**src/rtl/matmul_output_writer_pkg.sv**
```systemverilog
// Shared types and helpers for the matmul output writer: FSM encoding,
// row-index width and the packing offset of one column word.
package matmul_output_writer_pkg;

  typedef enum logic [1:0] {
    IDLE    = 2'd0,
    COLLECT = 2'd1,
    DONE    = 2'd2
  } state_t;

  localparam int DEFAULT_ROWS = 4;

  // Wide enough to hold 0..ROWS, so a count can reach "all rows delivered".
  function automatic int row_idx_w(input int rows);
    return $clog2(rows + 1);
  endfunction

  localparam int ROW_IDX_W = row_idx_w(DEFAULT_ROWS);

  function automatic int word_lo(input int col, input int word_size);
    return col * word_size;
  endfunction

endpackage

```
**src/rtl/output_row_buffer.sv**
```systemverilog
// ROWS x COLS result buffer: each column writes its own row index,
// and one full result row is read out combinationally.
module output_row_buffer
  import matmul_output_writer_pkg::*;
#(
  parameter int ROWS      = 4,
  parameter int COLS      = 4,
  parameter int WORD_SIZE = 16,
  parameter int IDX_W     = ROW_IDX_W
) (
  input  logic                      clk,
  input  logic [COLS-1:0]           wr_en,
  input  logic [COLS*IDX_W-1:0]     wr_idx,
  input  logic [COLS*WORD_SIZE-1:0] wr_data,
  input  logic [IDX_W-1:0]          rd_idx,
  output logic [COLS*WORD_SIZE-1:0] rd_data
);

  logic [WORD_SIZE-1:0] mem [ROWS][COLS];

  always_ff @(posedge clk) begin
    for (int c = 0; c < COLS; c++) begin
      for (int r = 0; r < ROWS; r++) begin
        if (wr_en[c] && wr_idx[c*IDX_W +: IDX_W] == IDX_W'(r))
          mem[r][c] <= wr_data[word_lo(c, WORD_SIZE) +: WORD_SIZE];
      end
    end
  end

  always_comb begin
    rd_data = '0;
    for (int r = 0; r < ROWS; r++) begin
      for (int c = 0; c < COLS; c++) begin
        if (rd_idx == IDX_W'(r))
          rd_data[word_lo(c, WORD_SIZE) +: WORD_SIZE] = mem[r][c];
      end
    end
  end

endmodule

```
**src/rtl/matmul_output_writer.sv**
```systemverilog
// De-skews per-column systolic results into full rows and writes them,
// in row order, one memory word per row.
//
// state   | meaning
// IDLE    | waiting for start; col_valid ignored
// COLLECT | capturing column words, writing completed rows in order
// DONE    | last row write issued; done pulses, then back to IDLE
module matmul_output_writer
  import matmul_output_writer_pkg::*;
#(
  parameter int          ROWS      = 4,
  parameter int          COLS      = 4,
  parameter int          WORD_SIZE = 16,
  parameter logic [31:0] BASE_ADDR = 32'd0
) (
  input  logic                      clk,
  input  logic                      rst,
  input  logic                      start,
  input  logic [COLS-1:0]           col_valid,
  input  logic [COLS*WORD_SIZE-1:0] bottom_out_bus,
  output logic                      output_mem_wr_en,
  output logic [31:0]               output_mem_addr,
  output logic [COLS*WORD_SIZE-1:0] output_mem_wr_data,
  output logic                      busy,
  output logic                      done,
  output logic                      overflow
);

  localparam int IW = row_idx_w(ROWS);

  state_t                    state, state_next;
  logic [IW-1:0]             col_cnt  [COLS];
  logic [IW-1:0]             cnt_next [COLS];
  logic [COLS-1:0]           cap, full;
  logic [COLS*IW-1:0]        buf_idx;
  logic [ROWS-1:0]           row_done, row_done_next;
  logic [IW-1:0]             wr_row;
  logic                      wr_sel, wr_fire;
  logic [COLS*WORD_SIZE-1:0] rd_data;

  output_row_buffer #(
    .ROWS(ROWS), .COLS(COLS), .WORD_SIZE(WORD_SIZE), .IDX_W(IW)
  ) u_buf (
    .clk    (clk),
    .wr_en  (cap),
    .wr_idx (buf_idx),
    .wr_data(bottom_out_bus),
    .rd_idx (wr_row),
    .rd_data(rd_data)
  );

  always_comb begin
    logic all_cols;
    cap           = '0;
    full          = '0;
    buf_idx       = '0;
    row_done_next = row_done;
    wr_sel        = 1'b0;
    all_cols      = 1'b0;
    for (int c = 0; c < COLS; c++) begin
      full[c]                = col_cnt[c] >= IW'(ROWS);
      cap[c]                 = (state == COLLECT) && col_valid[c] && !full[c];
      cnt_next[c]            = col_cnt[c] + IW'(cap[c]);
      buf_idx[c*IW +: IW]    = col_cnt[c];
    end
    // A row is complete once every column's count has moved past it.
    for (int r = 0; r < ROWS; r++) begin
      all_cols = 1'b1;
      for (int c = 0; c < COLS; c++) begin
        if (cnt_next[c] <= IW'(r)) all_cols = 1'b0;
      end
      if (all_cols) row_done_next[r] = 1'b1;
      if (wr_row == IW'(r)) wr_sel = row_done[r];
    end
    wr_fire = (state == COLLECT) && wr_sel;
  end

  always_comb begin
    state_next = state;
    case (state)
      IDLE:    if (start) state_next = COLLECT;
      COLLECT: if (wr_fire && wr_row == IW'(ROWS - 1)) state_next = DONE;
      DONE:    state_next = IDLE;
      default: state_next = IDLE;
    endcase
  end

  always_ff @(posedge clk) begin
    if (rst) state <= IDLE;
    else     state <= state_next;
  end

  always_ff @(posedge clk) begin
    if (rst) begin
      for (int c = 0; c < COLS; c++) col_cnt[c] <= '0;
      row_done           <= '0;
      wr_row             <= '0;
      overflow           <= 1'b0;
      output_mem_wr_en   <= 1'b0;
      output_mem_addr    <= '0;
      output_mem_wr_data <= '0;
    end else begin
      output_mem_wr_en <= 1'b0;
      if (state == IDLE && start) begin
        for (int c = 0; c < COLS; c++) col_cnt[c] <= '0;
        row_done <= '0;
        wr_row   <= '0;
        overflow <= 1'b0;
      end else if (state == COLLECT) begin
        for (int c = 0; c < COLS; c++) col_cnt[c] <= cnt_next[c];
        row_done <= row_done_next;
        if (|(col_valid & full)) overflow <= 1'b1;
        if (wr_fire) begin
          output_mem_wr_en   <= 1'b1;
          output_mem_addr    <= BASE_ADDR + 32'(wr_row);
          output_mem_wr_data <= rd_data;
          wr_row             <= wr_row + 1'b1;
        end
      end
    end
  end

  assign busy = (state == COLLECT);
  assign done = (state == DONE);

endmodule

```
**config.mk**
```make
export PLATFORM = sky130hd
export DESIGN_NAME = matmul_output_writer
export DESIGN_NICKNAME = d
export VERILOG_FILES = /design/src/rtl/matmul_output_writer_pkg.sv /design/src/rtl/output_row_buffer.sv /design/src/rtl/matmul_output_writer.sv
export SDC_FILE = /design/constraint.sdc
export NUM_CORES = 1
export LEC_CHECK = 0
export CORE_MARGIN = 3
export CORE_UTILIZATION = 50
export CTS_CLUSTER_DIAMETER = 80
export DETAILED_ROUTE_END_ITERATION = 8
export HOLD_SLACK_MARGIN = 0.15
export MAX_ROUTING_LAYER = met4
export PLACE_DENSITY = 0.74
export REMOVE_ABC_BUFFERS = 1
export SETUP_SLACK_MARGIN = 0.4
export SLEW_MARGIN = 30
export SYNTH_ARGS = -nofsm -noshare
export SYNTH_HDL_FRONTEND = slang
export SYNTH_SLANG_ARGS = --single-unit
```
**constraint.sdc**
```tcl
create_clock -name clk -period 2.55 [get_ports clk]
set_input_delay 0.255 -clock clk [delete_from_list [all_inputs] [get_ports clk]]
set_output_delay 0.255 -clock clk [all_outputs]
set_load 0.01 [all_outputs]
```
* After elaboration in Yosys (flattened, before gate mapping)
Memories as Yosys holds them, arrays and structs flattened.
Index checks and enable logic that the tools add are counted.
** Cells by class
- Add/sub/neg operators :: 5
- Magnitude comparators :: 20
- Equality and inequality tests :: 19
- Multiplexer cells :: 89
- Bitwise operators :: 11
- Reduce and logical (&&, ||, !) cells :: 48
** Operators with widths (number)
- $mux 16 :: 16
- $mux 1 :: 62
- $eq 3x2->1 const B :: 10
- $logic_and 1x1->1 :: 27
- $le 3x1->1 const B :: 8
- $le 3x2->1 const B :: 8
- $mux 3 :: 8
- $eq 3x1->1 const B :: 5
- $logic_not 3->1 :: 5
- $reduce_and 2->1 :: 7
- $add 3x1->3 :: 4
- $ge 3x3->1 const B :: 4
- $or 1x1->1 :: 8
- $and 4x4->4 :: 1
- $logic_not 1->1 :: 4
- $mux 2 :: 2
- $pmux 2 s2 :: 1
- $reduce_or 4->1 :: 1
- $add 3x1->3 const B :: 1
- $reduce_and 3->1 :: 1
- $reduce_or 3->1 :: 1
- $eq 2x1->1 const B :: 1
- $eq 2x2->1 const B :: 1
- $logic_not 2->1 :: 1
- other kinds (4) :: 5
** Storage, ports and cells
- Bits in registers :: 78
- RAM bits :: 268
- Input bits :: 71
- Word-level logic and storage cells :: 204
- Memories :: 2
** Memory list
- u_buf.mem :: depth 4, bits a word 64, read ports 4, clocked after memory_dff 0, wr ports 4, RTL line output_row_buffer.sv:19 : logic [WORD_SIZE-1:0] mem [ROWS][COLS];
- col_cnt :: depth 4, bits a word 3, read ports 4, clocked after memory_dff 0, wr ports 4, RTL line matmul_output_writer.sv:32 : logic [IW-1:0] col_cnt [COLS];

* Depth between registers and ports, before layout
Gate-level depths: netlist of run 1.
An unclocked memory read counts as a cell.
- Word-level depth :: 11
- Depth in mapped cells :: 11

* Cells and area by module
A second synthesis of run 1 with hierarchy kept.
** Second synthesis, totals
- Cell total of the unflattened synthesis :: 949
- Area, all modules :: 13872.1 um^2
** Modules (own cells, without submodules)
- output_row_buffer :: instances 1, cells an instance 494, area each 9848.2 um^2
- matmul_output_writer :: instances 1, cells an instance 455, area each 4023.9 um^2

* Least setup slack after synthesis of run 1
No wires, ideal clock.
- Kind :: register to register
- Start point :: reg state[1]
- End point :: mem u_buf.mem[0][48] in the netlist's numbering (enable)
- Library setup time :: 413 ps
- Data arrival time :: 2256 ps
- Data required time :: 2137 ps
- Path slack :: -119 ps
- Cell stages (with the launch flop) :: 5
- Cell sequence :: dfxtp_1 > nand2b_1 > buf_2 > nor3b_1 > nor3b_1
** RTL lines
- from (decl) :: RTL line matmul_output_writer.sv:31 : state_t state, state_next;
- from (signal assigned) :: RTL line matmul_output_writer.sv:90 : else state <= state_next;
- to (decl) :: RTL line output_row_buffer.sv:19

* Worst setup path after layout of run 1
- Start point :: reg state[1]
- End point :: reg row_done[2]
** On the way
- Cells in the longest elaborated chain, start to end :: 10
- Elaborated cells on any way between the ends :: 25
- Classes of those cells :: add/sub (4); order compare (4); eq/ne (1); mux (4); reduce/logical (12)
** Ends and longest elaborated chain
- $eq 2x1->1 :: RTL line matmul_output_writer.sv:62, matmul_output_writer.sv:109
- $logic_and 1x1->1 (2 in series) :: RTL line matmul_output_writer.sv:62 : cap[c] = (state == COLLECT) && col_valid[c] && !full[c];
- $add 3x1->3 :: RTL line matmul_output_writer.sv:63 : cnt_next[c] = col_cnt[c] + IW'(cap[c]);
- $le 3x2->1 :: RTL line matmul_output_writer.sv:70 : if (cnt_next[c] <= IW'(r)) all_cols = 1'b0;
- $mux 1 (4 in series) :: RTL line matmul_output_writer.sv:70
- $reduce_and 2->1 (no source line)
- to (signal assigned) :: RTL line matmul_output_writer.sv:111 : row_done <= row_done_next;
- to (decl) :: RTL line matmul_output_writer.sv:36 : logic [ROWS-1:0] row_done, row_done_next;
Parallel ways exist; a longest one is shown, timed or not.
A chain may end at the register's enable or synchronous reset.

==> impl_metrics.json, run 1 <==
{
  "gp_congestion": 0.841,
  "startpoint_type": "flip-flop",
  "antenna_found_initial": 1,
  "netlist.area_leader.share_pct": 59.2,
  "synthTopCellsByArea": "edfxtp_1, dfxtp_1, a311o_1, o21ai_0, nand2_1",
  "p_comb_share_pct": 4.0,
  "postSynth.asyncResetShare_pct": 0,
  "cts_hold_repair.buffers": 0,
  "maxCapViolations": 0,
  "via_per_inst": 5.77,
  "p_sw_share_pct": 19.5,
  "initial_core_util_pct": 51.3,
  "cts_made_buffers": 37,
  "internal_power_mw": 9.68,
  "slew_headroom_pct": 61.6,
  "path_clk_slew_ns": 0.06,
  "setup_viol": 0,
  "cts_tree": "yes",
  "dieArea_sq_um": 28900,
  "seqCellArea_sq_um": 9590,
  "vdd.ir_drop.worst_mv": 0.535,
  "cts-root-buf": "clkbuf_16",
  "nFillCells": 1899,
  "syn_area_per_cell_sq_um": 13.0,
  "drc_errors": 0,
  "overflow": 0,
  "finalClockSkew_ns": 0.0137,
  "clock_latency_ns": 0.51,
  "status": "completed",
  "layout_commonest_cell": "edfxtp_1",
  "hold_path.class": "in -> reg",
  "yosysTopAreaCell": "edfxtp_1",
  "max_freq_mhz": 469,
  "timing.final.crit_share_pct": 83.6,
  "vias": 8997,
  "grt_pass1_wl_microns": 48400,
  "routedWlPerCell_microns": 20.4,
  "rows": 59,
  "synthFlopType": "edfxtp_1",
  "track_usage_pct": 22.1,
  "switchingPower_mw": 2.35,
  "tightest_slew_ns": 0.575,
  "die_x_microns": 170,
  "worstPathArrival_ns": 2.55,
  "met1_usage_pct": 28.9,
  "power_density_nw_per_um2": 714,
  "placed_area_sq_um": 15400,
  "io-pin-count": 171,
  "drt_wl_total_microns": 31800,
  "dpl.hpwl_microns": 18200,
  "synth_warnings": 0,
  "drt_iter0_markers": 781,
  "cts_num_sinks": 346,
  "slew_violations": 0,
  "globalRouteMet2Util_pct": 36.4,
  "cp_max_fo": 5,
  "grt.busiest_layer": "met2",
  "drive_gt1_share_pct": 12.4,
  "pwr-share-clk_pct": 44.7,
  "hold_violations": 0,
  "design_area_sq_um": 16900,
  "rsz0062_at_grt": "true",
  "coreArea_sq_um": 26200,
  "gr-usage-met3_pct": 3.74,
  "finalCriticalPeriod_ns": 2.13,
  "power_frac_seq_pct": 51.3,
  "synth-seq-cells": 346,
  "cts_max_path_buffers": 3,
  "drtAntennaViolNets": 0,
  "cp-end-kind": "flip-flop",
  "finalPower_mw": 12.0,
  "final_cell_mix": "edfxtp_1, clkdlybuf4s50_1, nand2_1",
  "leakage_nw": 5.84,
  "area_growth_pct": 25.5,
  "grt_max_degree": 73,
  "layout.nets": 1279,
  "grt_pass1_vias": 8888,
  "multiInputGateArea_sq_um": 3610,
  "ys_seq_area_share_pct": 71.3,
  "synthCells": 1036,
  "io_buffers": 141,
  "path_class": "reg -> reg",
  "netlist_area_sq_um": 13400,
  "die_h_microns": 170,
  "synth_cell_types": 47,
  "drtPass1Iterations": 5,
  "htree_levels": 2,
  "synth_edf_count": 265,
  "required_ns": 2.97
}
==> synthesized netlist by cell type, types with 2 or more instances <==
| cell type | n |
|---|---|
| nor3b_1 | 8 |
| nand2b_1 | 3 |
| clkbuf_2 | 5 |
| o21ai_0 | 125 |
| o22ai_1 | 2 |
| nand4_1 | 63 |
| inv_1 | 8 |
| xor2_1 | 4 |
| clkbuf_1 | 37 |
| nand3b_1 | 3 |
| buf_2 | 30 |
| xnor2_1 | 2 |
| buf_4 | 29 |
| nor2b_1 | 2 |
| ha_1 | 13 |
| and3b_1 | 2 |
| dfxtp_1 | 81 |
| o21ai_1 | 10 |
| nor3_1 | 10 |
| a22oi_1 | 4 |
| a311o_1 | 63 |
| nor2_1 | 78 |
| and3_1 | 11 |
| nand3_1 | 6 |
| a21o_1 | 2 |
| nand2_1 | 139 |
| edfxtp_1 | 265 |
| o31ai_1 | 2 |
| a21oi_1 | 11 |
==> sequential cells by signal (all words and copies together), names as in the netlist <==
signal / cells
wr_row: 3
overflow: 1
output_mem_wr_en: 1
output_mem_wr_data: 64
col_cnt: 12
output_mem_addr: 3
state: 2
row_done: 4
u_buf.mem: 256
==> cell type report <==
type | count | area share (%)
flip-flops and latches | 346 | 56.8
diodes | 1 | 0.0148
inverters | 9 | 0.230
clock inverters | 14 | 0.883
well taps | 335 | 2.49
repair buffers | 194 | 11.5
clock buffers | 53 | 6.57
multi-input cells | 607 | 21.4
==> what timing repair did <==
action                     in CTS  in global routing
cloned                          0                  0
setup buffers                   4                  6
resized for setup              14                 22
setup endpoints to repair      68                 66
pin swaps                       1                  4
==> per-stage QoR <==
step	util, %	setup WS, ns	hold WS, ns	instances	setup TNS, ns
floorplan	-	-2.15	0.324	962	-138.89
global placement	58.6	0.121	0.447	1481	0
detailed placement	58.6	0.0756	0.449	1481	0
CTS	63.7	0.397	0.367	1552	0
global route	64.3	0.348	0.376	1559	0
finish	64.3	0.419	0.382	1559	0
==> power by group through the flow <==
stage / sequential (mW) / clock, mW / combinational (mW)
after floorplan: 6.29 / 0 / 0.191
after global placement: 6.29 / 0 / 0.439
after detailed placement: 6.29 / 0 / 0.450
after CTS: 6.17 / 5.46 / 0.461
after global routing: 6.18 / 5.73 / 0.516
final: 6.17 / 5.38 / 0.476
==> logic make-up (layout without fill, tap and decap cells) <==
group / Yosys count / in the layout / share of synthesized area, %
XOR/XNOR: 6 / 6 / 0.391
flip-flops: 346 / 346 / 71.3
other: 1 / 30 / 0.0279
adder cells (fa/ha/maj): 13 / 13 / 1.21
AO/OA/AOI/OAI: 228 / 228 / 11.4
buffers and inverters: 111 / 270 / 4.31
AND/OR/NAND/NOR: 331 / 331 / 11.4
==> per-layer routing <==
metal  vias to the layer above  wire length, microns
met5                         -                     0
met4                         0                   609
met3                        56                  2280
met2                       360                 15700
met1                      4416                 13300
li1                       4165                     -
==> worst max-delay path, stage by stage (launching register included) <==
cell      delay [ns]
dfxtp_4         0.36
nand2b_4        0.15
inv_4           0.08
nand3b_1        0.15
inv_2           0.12
ha_4            0.14
ha_4            0.15
xor2_4          0.18
o22ai_2         0.10
or3_4           0.34
o41ai_2         0.26
==> final timing paths <==
check	endpoint	depth (start not counted)	startpoint	slack, ns
worst max register to register	row_done[2]	10	state[1]	0.42
worst min-delay path	u_buf.mem[0][53]	1	bottom_out_bus[5]	0.38
worst max-delay path	row_done[2]	10	state[1]	0.42
worst min register to register	output_mem_wr_data[12]	2	output_mem_wr_data[12]	0.46
(Power assumes the default switching activity.)
==> run 2, diff against run 1 <==
--- a/config.mk
+++ b/config.mk
@@ -6,12 +6,12 @@
 export NUM_CORES = 1
 export LEC_CHECK = 0
 export CORE_MARGIN = 3
-export CORE_UTILIZATION = 50
+export CORE_UTILIZATION = 55
 export CTS_CLUSTER_DIAMETER = 80
 export DETAILED_ROUTE_END_ITERATION = 8
 export HOLD_SLACK_MARGIN = 0.15
 export MAX_ROUTING_LAYER = met4
-export PLACE_DENSITY = 0.74
+export PLACE_DENSITY = 0.77
 export REMOVE_ABC_BUFFERS = 1
 export SETUP_SLACK_MARGIN = 0.4
 export SLEW_MARGIN = 30
==> constraint.sdc (replaced) <==
create_clock -name clk -period 2 [get_ports clk]
set_input_delay 0.2 -clock clk [delete_from_list [all_inputs] [get_ports clk]]
set_output_delay 0.2 -clock clk [all_outputs]
set_load 0.01 [all_outputs]
==> run 2 against run 1 <==
Effect of this change:
- the flow now finishes with violations (negative setup slack)
- setup slack worse by 0.56 ns
- combinational power up 59%
- cell count up 5.2%
- critical endpoint unchanged
- largest cell class unchanged
==> impl_metrics.json, run 2 (same netlist as run 1, synthesis figures left out) <==
{
  "drtAntennaViolNets": 0,
  "slew_violations": 0,
  "die_x_microns": 162,
  "cts_made_buffers": 35,
  "nFillCells": 1127,
  "gr-usage-met3_pct": 4.92,
  "largest_reg_flops": 256,
  "cts-root-buf": "clkbuf_16",
  "drtPass1Iterations": 5,
  "cpMostUsedCell": "ha_4",
  "setup_viol": 12,
  "dpl.hpwl_microns": 18400,
  "startpoint_type": "flip-flop",
  "placed_area_sq_um": 15900,
  "track_usage_pct": 27.2,
  "rsz0062_at_grt": "true",
  "final_cell_mix": "edfxtp_1, clkdlybuf4s50_1, nand2_1",
  "hold-path-endpoint": "u_buf.mem[0][82]",
  "timing.final.crit_share_pct": 107,
  "cpMaxStageDelayCell": "or3_4",
  "fin_util_pct": 81.9,
  "reg2reg_to": "row_done[2]",
  "dieArea_sq_um": 26300,
  "overflow": 0,
  "hold_violations": 0,
  "design_area_sq_um": 19500,
  "drt_iter0_markers": 1311,
  "grt.busiest_layer": "met2",
  "layout_commonest_cell": "edfxtp_1",
  "max_freq_mhz": 468,
  "ff2ff_setup_slack_ns": -0.14,
  "rows": 56,
  "drive_gt1_share_pct": 29.2,
  "violations": "negative setup slack",
  "hold_path.class": "in -> reg",
  "required_ns": 2.41,
  "grt_pass1_wl_microns": 53300,
  "path_clk_slew_ns": 0.06,
  "cp-end-kind": "flip-flop",
  "worstHoldStart": "bottom_out_bus[34]",
  "cp_top_family": "simple AND/OR/NAND/NOR gates",
  "cts_max_path_buffers": 3,
  "finalClockSkew_ns": 0.0144,
  "io-pin-count": 171,
  "path_class": "reg -> reg",
  "maxCapViolations": 0,
  "grt_pass1_vias": 9669,
  "path_buf_inv": 2,
  "holdPathStages": 1,
  "antenna_found_initial": 1,
  "regMostFlops": "u_buf.mem",
  "drc_errors": 0,
  "io_buffers": 141,
  "cp_max_fo": 4,
  "met1_usage_pct": 35.1,
  "coreArea_sq_um": 23800,
  "critPathLaunch": "state[1]",
  "cts_tree": "yes",
  "htree_levels": 2,
  "globalRouteMet2Util_pct": 43.4,
  "drt_wl_total_microns": 42500,
  "vias": 10411,
  "finalPower_mw": 15.2,
  "vdd.ir_drop.worst_mv": 0.659,
  "leakage_nw": 6.80,
  "clock_latency_ns": 0.52,
  "cp_cell_sequence": "nand2b_4 -> inv_4 -> nand3b_1 -> inv_2 -> ha_4 -> ha_4 -> xor2_2 -> o22ai_1 -> or3_4 -> o41ai_2",
  "status": "finished with violations",
  "cts_num_sinks": 346,
  "initial_core_util_pct": 56.6,
  "slowest_delay_ns": 0.36,
  "grt_max_degree": 57,
  "routedWlPerCell_microns": 25.9,
  "worstPathArrival_ns": 2.55,
  "area_growth_pct": 44.7,
  "finalCriticalPeriod_ns": 2.14,
  "layout.nets": 1378,
  "reg_top3": "u_buf.mem x256, output_mem_wr_data x64, col_cnt x12",
  "power_density_nw_per_um2": 779,
  "gp_congestion": 0.878,
  "via_per_inst": 6.35,
  "r2r_cells": 10,
  "die_h_microns": 162,
  "r2r_start": "state[1]",
  "hold-worst-slack_ns": 0.320,
  "setup_slack_ns": -0.139,
  "cts_hold_repair.buffers": 0
}
-- run 2: per-layer routing --
metal  up-vias  share of wire (%)
li1       4411                  -
met1      5109                 36
met2       746                 50
met3       145                 10
met4         0                3.9
met5         -                  0
-- run 2: where the power goes --
part / internal [mW] / switching (mW) / total (mW)
registers: 7.83 / 0.0526 / 7.88
clock network: 3.78 / 2.75 / 6.53
logic: 0.351 / 0.404 / 0.756
total: 12.0 / 3.21 / 15.2
-- run 2: timing repair --
action / CTS / global route
buffers inserted: 19 / 20
endpoints found under the setup margin: 258 / 358
hold endpoints to repair: 0 / 0
pin swaps: 32 / 122
resized for setup: 95 / 251
cloned: 14 / 24
-- run 2: worst max-delay path by stage --
stage / endpoint / slack [ns] / depth (start not counted)
after floorplan: output_mem_wr_data[0] / -2.70 / 6
after global placement: row_done[2] / -0.25 / 9
after detailed placement: row_done[2] / -0.31 / 9
after CTS: row_done[2] / 0.06 / 10
after global routing: row_done[2] / -0.20 / 10
final: row_done[2] / -0.14 / 10
-- run 2: area by class of cell --
type	instances	area [sq um]	area share, %
Sequential cell	346	9590	49.3
Multi-Input combinational cell	607	4360	22.4
Timing Repair Buffer	295	3890	20.0
Clock buffer	48	996	5.12
Tap cell	319	399	2.05
Clock inverter	15	150	0.772
Inverter	9	56.3	0.289
Antenna cell	1	2.50	0.0129
-- run 2: through the flow --
step           setup slack (ns)  std cells  setup TNS, ns
2_1_floorplan             -2.70        962        -248.20
3_3_place_gp             -0.245       1499         -0.553
3_5_place_dp             -0.312       1499          -1.09
4_1_cts                  0.0645       1595              0
5_1_grt                  -0.205       1640          -2.13
6_report                 -0.139       1640         -0.356
-- run 2: worst reg2reg max path, delay by kind of cell, from the launching register on --
kind / cells / cell delay (ns)
AND/OR/NAND/NOR: 3 / 0.64
AO/OA/AOI/OAI: 2 / 0.36
flip-flops: 1 / 0.33
adder cells (fa/ha/maj): 2 / 0.30
XOR/XNOR: 1 / 0.24
buffers and inverters: 2 / 0.18
==> run 3, diff against run 2 <==
--- a/config.mk
+++ b/config.mk
@@ -5,13 +5,14 @@
 export SDC_FILE = /design/constraint.sdc
 export NUM_CORES = 1
 export LEC_CHECK = 0
+export ABC_AREA = 1
 export CORE_MARGIN = 3
-export CORE_UTILIZATION = 55
+export CORE_UTILIZATION = 56
 export CTS_CLUSTER_DIAMETER = 80
 export DETAILED_ROUTE_END_ITERATION = 8
 export HOLD_SLACK_MARGIN = 0.15
 export MAX_ROUTING_LAYER = met4
-export PLACE_DENSITY = 0.77
+export PLACE_DENSITY = 0.78
 export REMOVE_ABC_BUFFERS = 1
 export SETUP_SLACK_MARGIN = 0.4
 export SLEW_MARGIN = 30
==> run 3 against run 2 <==
Effect of this change:
- critical endpoint is now row_done[3]
- cell count increased by 25%
- die area increased by 7.1%
- setup slack improved by 0.19 ns
- sequential cell count unchanged
- the run now ends clean
- clock skew decreased by 0.0029 ns
- critical path type unchanged
- register-to-register slack improved by 0.19 ns
- sequential share of layout area increased by 0.95 points
- synthesized area increased by 9.3%
==> impl_metrics.json, run 3 <==
{
  "num_antenna_cells": 0,
  "grt_pass1_vias": 10645,
  "drc_errors": 0,
  "setup_viol": 0,
  "dpl.hpwl_microns": 20700,
  "largest_reg_flops": 256,
  "die_h_microns": 168,
  "htree_levels": 2,
  "rsz0062_at_grt": "true",
  "drt_wl_total_microns": 37400,
  "cp-end-kind": "flip-flop",
  "io_buffers": 141,
  "gp_congestion": 0.886,
  "layout_commonest_cell": "nand2_1",
  "cpMaxStageDelayCell": "edfxtp_1",
  "synth_edf_count": 265,
  "dp.cells": 1935,
  "vdd.ir_drop.worst_mv": 0.716,
  "cp_cell_sequence": "nor3_4 -> ha_2 -> ha_4 -> nand2_1 -> nand2_4 -> buf_6 -> inv_4 -> nor2_2 -> nand4_1 -> a21oi_2",
  "grt_pass1_wl_microns": 56400,
  "synthFlopType": "edfxtp_1",
  "cp_max_fo": 3,
  "synth_common_cells": "nand2_1, edfxtp_1, inv_1",
  "design_area_sq_um": 19100,
  "yosysTopAreaCell": "edfxtp_1",
  "finalCriticalPeriod_ns": 1.95,
  "initial_core_util_pct": 57.7,
  "drt_iter0_markers": 855,
  "power_density_nw_per_um2": 793,
  "postSynth.asyncResetShare_pct": 0,
  "die_x_microns": 168,
  "track_usage_pct": 25.8,
  "cts_tree": "yes",
  "worstPathArrival_ns": 2.38,
  "regMostFlops": "u_buf.mem",
  "reg_top3": "u_buf.mem x256, output_mem_wr_data x64, col_cnt x12",
  "hold_violations": 0,
  "vias": 10948,
  "routedWlPerCell_microns": 18.3,
  "drive_gt1_share_pct": 19.1,
  "synthTopCellsByArea": "edfxtp_1, nand2_1, dfxtp_1, nand3_1, inv_1",
  "stdcell_count": 2045,
  "worstHoldStart": "bottom_out_bus[21]",
  "critPathLaunch": "col_cnt[1][2]",
  "startpoint_type": "flip-flop",
  "overflow": 0,
  "cts_max_path_buffers": 3,
  "coreArea_sq_um": 25500,
  "via_per_inst": 5.35,
  "required_ns": 2.43,
  "syn_area_per_cell_sq_um": 9.96,
  "netlist_area_sq_um": 14700,
  "status": "completed",
  "io-pin-count": 171,
  "synth_warnings": 0,
  "fin_util_pct": 75.0,
  "placed_area_sq_um": 16800,
  "dieArea_sq_um": 28200,
  "cts-root-buf": "clkbuf_16",
  "cts_num_sinks": 346,
  "clock_latency_ns": 0.51,
  "ys_seq_area_share_pct": 65.2,
  "final_cell_mix": "nand2_1, edfxtp_1, inv_1",
  "hold_path.class": "in -> reg",
  "maxCapViolations": 0,
  "drtAntennaViolNets": 0,
  "synthCells": 1475,
  "grt_max_degree": 81,
  "cts_made_buffers": 36,
  "path_class": "reg -> reg",
  "r2r_start": "col_cnt[1][2]",
  "slowest_delay_ns": 0.47,
  "area_growth_pct": 30.0,
  "leakage_nw": 8.26,
  "drtPass1Iterations": 6,
  "netlist.area_leader.share_pct": 54.2,
  "synth_cell_types": 25,
  "rows": 58,
  "finalClockSkew_ns": 0.0115,
  "max_freq_mhz": 513,
  "synth-seq-cells": 346,
  "path_clk_slew_ns": 0.06,
  "timing.setup.tns_ns": 0,
  "antenna_found_initial": 0,
  "slew_violations": 0,
  "synth_most_common_cell": "nand2_1",
  "timing.final.crit_share_pct": 97.5,
  "layout.nets": 1773
}
run 3: routing by layer:
metal	GRT usage [%]	vias up	part of all wire, %
li1	-	5192	-
met1	33.2	5178	39
met2	43.6	510	51
met3	3.64	68	7.6
met4	6.76	0	2.0
met5	-	-	0
run 3: cells by family (layout without fill, tap and decap cells):
family | count (synthesis) | after routing | synth area share (%)
other | 1 | 29 | 0.0255
buffers and inverters | 286 | 498 | 8.58
DFF | 346 | 346 | 65.2
AOI/OAI and AO/OA | 16 | 16 | 0.562
xor gates and xnor gates | 1 | 1 | 0.0596
and+or+nand+nor | 812 | 812 | 24.4
adders and majority gates | 13 | 13 | 1.11
run 3: metrics by stage:
step	worst slack, ns	power (mW)	hold slack, ns
2_1_floorplan	-3.75	8.43	0.269
3_3_place_gp	-0.100	8.89	0.448
3_5_place_dp	-0.226	8.92	0.448
4_1_cts	0.195	15.1	0.323
5_1_grt	0.0192	15.6	0.338
6_report	0.0502	15.1	0.339
run 3: worst paths after layout:
path,slack (ns),depth (start not counted),end
max,0.05,10,row_done[3]
min,0.34,1,u_buf.mem[0][37]
max reg2reg,0.05,10,row_done[3]
min reg2reg,0.49,2,row_done[2]
run 3: critical path: cells and delay by family (launching register included):
kind | cells | cell delay [ns]
buffers and inverters | 2 | 0.15
and+or+nand+nor | 5 | 0.67
DFF | 1 | 0.47
AOI/OAI and AO/OA | 1 | 0.21
adders and majority gates | 2 | 0.36
run 3: area by class of cell:
cell class	count	area, sq um
inverters	179	684
well taps	330	413
fillers	1607	6380
clock inverters	20	111
multi-input cells	871	4440
repair buffers	255	2890
flip-flops and latches	346	9590
clock buffers	44	962
run 3: power by group:
| group | switching (mW) | internal [mW] | total, mW |
|---|---|---|---|
| Combinational | 0.612 | 0.441 | 1.05 |
| Clock | 2.63 | 3.53 | 6.16 |
| Sequential | 0.0697 | 7.87 | 7.94 |
| Total | 3.31 | 11.8 | 15.1 |
run 3: timing repair:
action | 4_1_cts | 5_1_grt
endpoints found under the hold margin | 0 | 0
cloned | 11 | 2
pin swaps | 29 | 29
buffers inserted | 26 | 7
gates resized for setup | 88 | 87
endpoints found under the setup margin | 358 | 317
hold buffers | 0 | 0
